### config.mk
export PLATFORM = sky130hd
export DESIGN_NAME = sr_config_seq
export DESIGN_NICKNAME = d
export VERILOG_FILES = /design/src/rtl/sr_config_seq.sv
export SDC_FILE = /design/constraint.sdc
export NUM_CORES = 1
export LEC_CHECK = 0
export CAP_MARGIN = 10
export CORE_AREA = 2 2 214 216
export CTS_BUF_LIST = sky130_fd_sc_hd__clkbuf_8
export CTS_CLUSTER_DIAMETER = 60
export DETAILED_ROUTE_END_ITERATION = 10
export DIE_AREA = 0 0 216 218
export HOLD_SLACK_MARGIN = 0.1
export PLACE_DENSITY = 0.59
export SLEW_MARGIN = 40
export SYNTH_ARGS = -nofsm -noshare
export SYNTH_HDL_FRONTEND = slang
export SYNTH_SLANG_ARGS = --single-unit
### constraint.sdc
create_clock -name clk_in -period 9.4 [get_ports clk_in]
set_clock_uncertainty 0.05 [all_clocks]
set_input_delay 1.88 -clock clk_in [delete_from_list [all_inputs] [get_ports clk_in]]
set_output_delay 1.88 -clock clk_in [all_outputs]
set_load 0.005 [all_outputs]
### src/rtl/sr_config_seq.sv
// Drives one Top_SR configuration transaction: it writes the word twice, checks the second
// readback against the word, retries on a mismatch and aborts when a readback never arrives.
module sr_config_seq #(
  parameter int WIDTH       = 170,
  parameter int DIV_WIDTH   = 6,
  parameter int TMO_WIDTH   = 16,
  parameter int MAX_RETRY   = 3,
  parameter int RETRY_WIDTH = 2
) (
  input  logic                   clk_in,
  input  logic                   rst,
  input  logic                   cfg_req,
  input  logic [WIDTH-1:0]       cfg_data,
  input  logic [DIV_WIDTH-1:0]   cfg_div,
  input  logic [TMO_WIDTH-1:0]   timeout,
  output logic                   cfg_busy,
  output logic                   cfg_done,
  output logic                   cfg_err,
  output logic [1:0]             err_code,
  output logic [RETRY_WIDTH-1:0] retry_cnt,
  output logic                   sr_start,
  output logic [WIDTH-1:0]       sr_din,
  output logic [DIV_WIDTH-1:0]   sr_div,
  input  logic [WIDTH-1:0]       sr_dout,
  input  logic                   sr_valid
);

  // Handshake: cfg_req is a level that is sampled only in IDLE and never queued. sr_start and
  // sr_valid are single-cycle pulses, and sr_valid is honoured only in the WAIT states.
  typedef enum logic [2:0] {
    IDLE  = 3'd0,
    WR1   = 3'd1,
    WAIT1 = 3'd2,
    WR2   = 3'd3,
    WAIT2 = 3'd4,
    CHECK = 3'd5,
    FIN   = 3'd6
  } state_t;

  localparam logic [1:0] ERR_NONE     = 2'd0;
  localparam logic [1:0] ERR_MISMATCH = 2'd1;
  localparam logic [1:0] ERR_TIMEOUT  = 2'd2;
  localparam logic [RETRY_WIDTH-1:0] RETRY_LIMIT = RETRY_WIDTH'(MAX_RETRY);

  state_t               state;
  logic [TMO_WIDTH-1:0] tmo_cnt;
  logic                 match_q;

  logic [TMO_WIDTH:0]   tmo_next;
  logic [TMO_WIDTH-1:0] tmo_sat;
  logic                 tmo_hit;

  // The next count is used so that the FSM leaves on the edge where the count reaches the limit.
  assign tmo_next = {1'b0, tmo_cnt} + {{TMO_WIDTH{1'b0}}, 1'b1};
  assign tmo_sat  = (&tmo_cnt) ? tmo_cnt : tmo_next[TMO_WIDTH-1:0];
  assign tmo_hit  = (timeout != '0) && (tmo_next >= {1'b0, timeout});

  always_ff @(posedge clk_in) begin
    if (!rst) begin
      state     <= IDLE;
      tmo_cnt   <= '0;
      match_q   <= 1'b0;
      cfg_busy  <= 1'b0;
      cfg_done  <= 1'b0;
      cfg_err   <= 1'b0;
      err_code  <= ERR_NONE;
      retry_cnt <= '0;
      sr_start  <= 1'b0;
      sr_din    <= '0;
      sr_div    <= '0;
    end else begin
      sr_start <= 1'b0;
      cfg_done <= 1'b0;
      cfg_err  <= 1'b0;
      case (state)
        IDLE: begin
          if (cfg_req) begin
            sr_din    <= cfg_data;
            sr_div    <= cfg_div;
            err_code  <= ERR_NONE;
            retry_cnt <= '0;
            cfg_busy  <= 1'b1;
            sr_start  <= 1'b1;
            state     <= WR1;
          end
        end
        WR1: begin
          tmo_cnt <= '0;
          state   <= WAIT1;
        end
        WAIT1: begin
          // This readback is the chip's old content, so it is dropped.
          if (sr_valid) begin
            sr_start <= 1'b1;
            state    <= WR2;
          end else if (tmo_hit) begin
            cfg_busy <= 1'b0;
            cfg_err  <= 1'b1;
            err_code <= ERR_TIMEOUT;
            state    <= FIN;
          end else begin
            tmo_cnt <= tmo_sat;
          end
        end
        WR2: begin
          tmo_cnt <= '0;
          state   <= WAIT2;
        end
        WAIT2: begin
          if (sr_valid) begin
            match_q <= (sr_dout == sr_din);
            state   <= CHECK;
          end else if (tmo_hit) begin
            cfg_busy <= 1'b0;
            cfg_err  <= 1'b1;
            err_code <= ERR_TIMEOUT;
            state    <= FIN;
          end else begin
            tmo_cnt <= tmo_sat;
          end
        end
        CHECK: begin
          if (match_q) begin
            cfg_busy <= 1'b0;
            cfg_done <= 1'b1;
            state    <= FIN;
          end else if (retry_cnt < RETRY_LIMIT) begin
            // The failed verify rewrote the word, so a single further write re-checks it.
            retry_cnt <= retry_cnt + 1'b1;
            sr_start  <= 1'b1;
            state     <= WR2;
          end else begin
            cfg_busy <= 1'b0;
            cfg_err  <= 1'b1;
            err_code <= ERR_MISMATCH;
            state    <= FIN;
          end
        end
        FIN: begin
          state <= IDLE;
        end
        default: begin
          state <= IDLE;
        end
      endcase
    end
  end

endmodule

==> out/metrics.csv <==
metric,value,unit
port_buffers,549,
die_h,218,um
area_growth,67.5,%
track_usage,0.202,
finalHoldViolCount,0,
synth_area_leaders,"dfxtp_1, nand2_1, xor2_1",
slowest_stage,nor4_1,
crit_path_frequent_cell,a221o_1,
min_period,3.90,ns
core_region_area,44900,um2
wl,49900,um
clk_path_buf_depth,3,
cts_buffers,41,
ys_types,66,
drc,0,
grt_max_degree,165,
post_cts.repair.setup_buffers,0,
final.setup.worst_slack,5.50,ns
layout-drive-gt1-share,0.0505,
ir_worst_vdd,0.0000922,V
dpl_worst_slack,4.72,ns
min_path_type,flop to flop,
netlist_top_cells_count,"nand2_1, dfxtp_1, a21oi_1, xor2_1, inv_1",
antenna_found_initial,5,
syn_nets,1665,
die_w,216,um
fin_crit_sh,0.415,
max_slew_margin,0.440,
grt_pass1_vias,11037,
root_buffer,clkbuf_8,
overflow,0,
htreeDepth,2,
worstPathMaxFanout,15,
cts_sinks,204,
clk_pin_slew,0.06,ns
status,completed,
ioPinCount,550,
nets,2197,
dpl.cell_count,2370,
start_kind,flop,
whs,0.406,ns
ant_nets,0,
rows,78,
cts.repair.resized,0,
avgSynthCellArea,7.92,um2
critPathArrivalTime,4.34,ns
tritoncts,done,
cp_cell_sequence,"nand4_4, nor4_1, nand4_1, xnor2_1, ha_1, and2_4, a221o_1, a2111oi_4, a22o_4, a211oi_1, a221o_1",
start_util,0.226,
ys_warn_count,0,
worstSkewPairLatency,0.61,ns
worstSetupEndpointType,flop,
ctsHoldBuffers,0,
power_leakage,6.53,nW
setup_tns,0,ns
dr.pass1.iters,5,
synth_flop_cell,dfxtp_1,
netlist_instances,1281,
final_cells,2445,
post_drt_wl_per_cell,20.4,um
synth_top_area_share,0.403,
synth-seq-area-share,0.403,
syn_area,10100,um2
yosys.area.top_type,dfxtp_1,
hpwl,39300,um
async_flop_share,0,
worstMarginPinSlew,0.840,ns
cpLargestDelayFamily,compound AO/OA/AOI/OAI gates,
grt_pass1_wl,70900,um
synth_edf_count,0,
power.density,159,nW/um2
initialDrtViolationCount,654,
maxSlewViolCount,0,
die-area,47100,um2
cp_num_buf_inv,0,
synth_most_common_cell,nand2_1,
cp_slowest_stage_delay,0.62,ns
required,9.85,ns
setup.worst_path.class,flop to flop,
vias,10945,
fill_cells,4637,
synth-seq-cells,204,
avgViaCountPerCell,4.48,
timing.fmax,256,MHz
cap_violations,0,
grt_setup_unrepaired,false,
place_congestion,0.868,
setup_viol,0,
cell type report:
class,instances,area (um2),area share
well taps,600,751,0.0442
repair buffers,557,5570,0.328
inverters,47,181,0.0107
clock inverters,26,156,0.00921
clock buffers,47,647,0.0381
multi-input cells,962,5590,0.329
flip-flops and latches,204,4080,0.240
diodes,2,5.00,0.000295
kinds of logic after synthesis:
kind of cell | after synthesis | share of synthesized area
AO/OA/AOI/OAI | 248 | 0.146
XOR/XNOR | 167 | 0.144
adder cells (fa/ha/maj) | 19 | 0.0232
buffers and inverters | 115 | 0.0484
flip-flops | 204 | 0.403
multiplexers | 8 | 0.00802
AND/OR/NAND/NOR | 520 | 0.228
routing by layer:
| metal | vias up | wire (um) | GRT usage | part of all wire |
|---|---|---|---|---|
| li1 | 5377 | - | - | - |
| met1 | 5082 | 20800 | 0.244 | 0.42 |
| met2 | 417 | 24200 | 0.347 | 0.48 |
| met3 | 65 | 3750 | 0.0591 | 0.075 |
| met4 | 4 | 1150 | 0.0621 | 0.023 |
| met5 | - | 24 | 0 | 0.00048 |
path summary, 6_finish.rpt:
kind	startpoint	slack [ns]	depth (start not counted)	to
max	tmo_cnt[4]	5.50	11	state[1]
min	sr_div[0]	0.41	2	sr_div[0]
max reg2reg	tmo_cnt[4]	5.50	11	state[1]
min reg2reg	sr_div[0]	0.41	2	sr_div[0]
registers in the layout, summed over array words and instances, names as in the netlist:
name / flops
sr_din: 170
match_q: 1
sr_div: 6
cfg_done: 1
cfg_busy: 1
retry_cnt: 2
state: 3
tmo_cnt: 16
sr_start: 1
err_code: 2
cfg_err: 1
cells in the final DEF, fill, tap and decap left out, types with 2 or more instances in the layout:
master,n
a2111oi_0,2
a21oi_1,189
a221o_1,2
a221oi_1,3
a22oi_1,2
and3_1,4
and4_1,2
buf_4,5
buf_6,2
clkbuf_8,47
clkdlybuf4s50_1,548
clkinv_2,3
dfxtp_1,204
diode_2,2
ha_1,18
inv_1,63
inv_6,2
mux2i_1,7
nand2_1,383
nand3_1,7
nand4_1,23
nor2_1,26
nor2b_1,8
nor3_1,5
nor3b_1,2
nor4_1,37
nor4_2,4
o2111ai_1,8
o21ai_0,7
o21ai_2,3
o221ai_1,5
o221ai_2,3
o22ai_1,8
o2bb2ai_1,2
or3_1,3
or3_4,2
or4_1,2
xnor2_1,41
xor2_1,126
stage by stage:
stage	cell area, um2	power, mW	util
floorplan	10100	1.34	-
global placement	16200	1.81	0.360
detailed placement	16200	1.81	0.360
CTS	17000	2.74	0.378
global route	17000	2.85	0.378
finish	17000	2.71	0.378
tightest hold or removal path: stages, from the launching register on:
cell	delay [ns]
dfxtp_1	0.31
nand2_1	0.05
a21oi_1	0.05
power by group:
group | switching, mW | leakage [nW] | internal (mW) | total [mW]
registers | 0.0948 | 1.67 | 0.949 | 1.04
clock network | 0.430 | 0.477 | 0.488 | 0.918
logic | 0.355 | 4.38 | 0.391 | 0.746
total | 0.880 | 6.53 | 1.83 | 2.71
(Power assumes the default switching activity.)
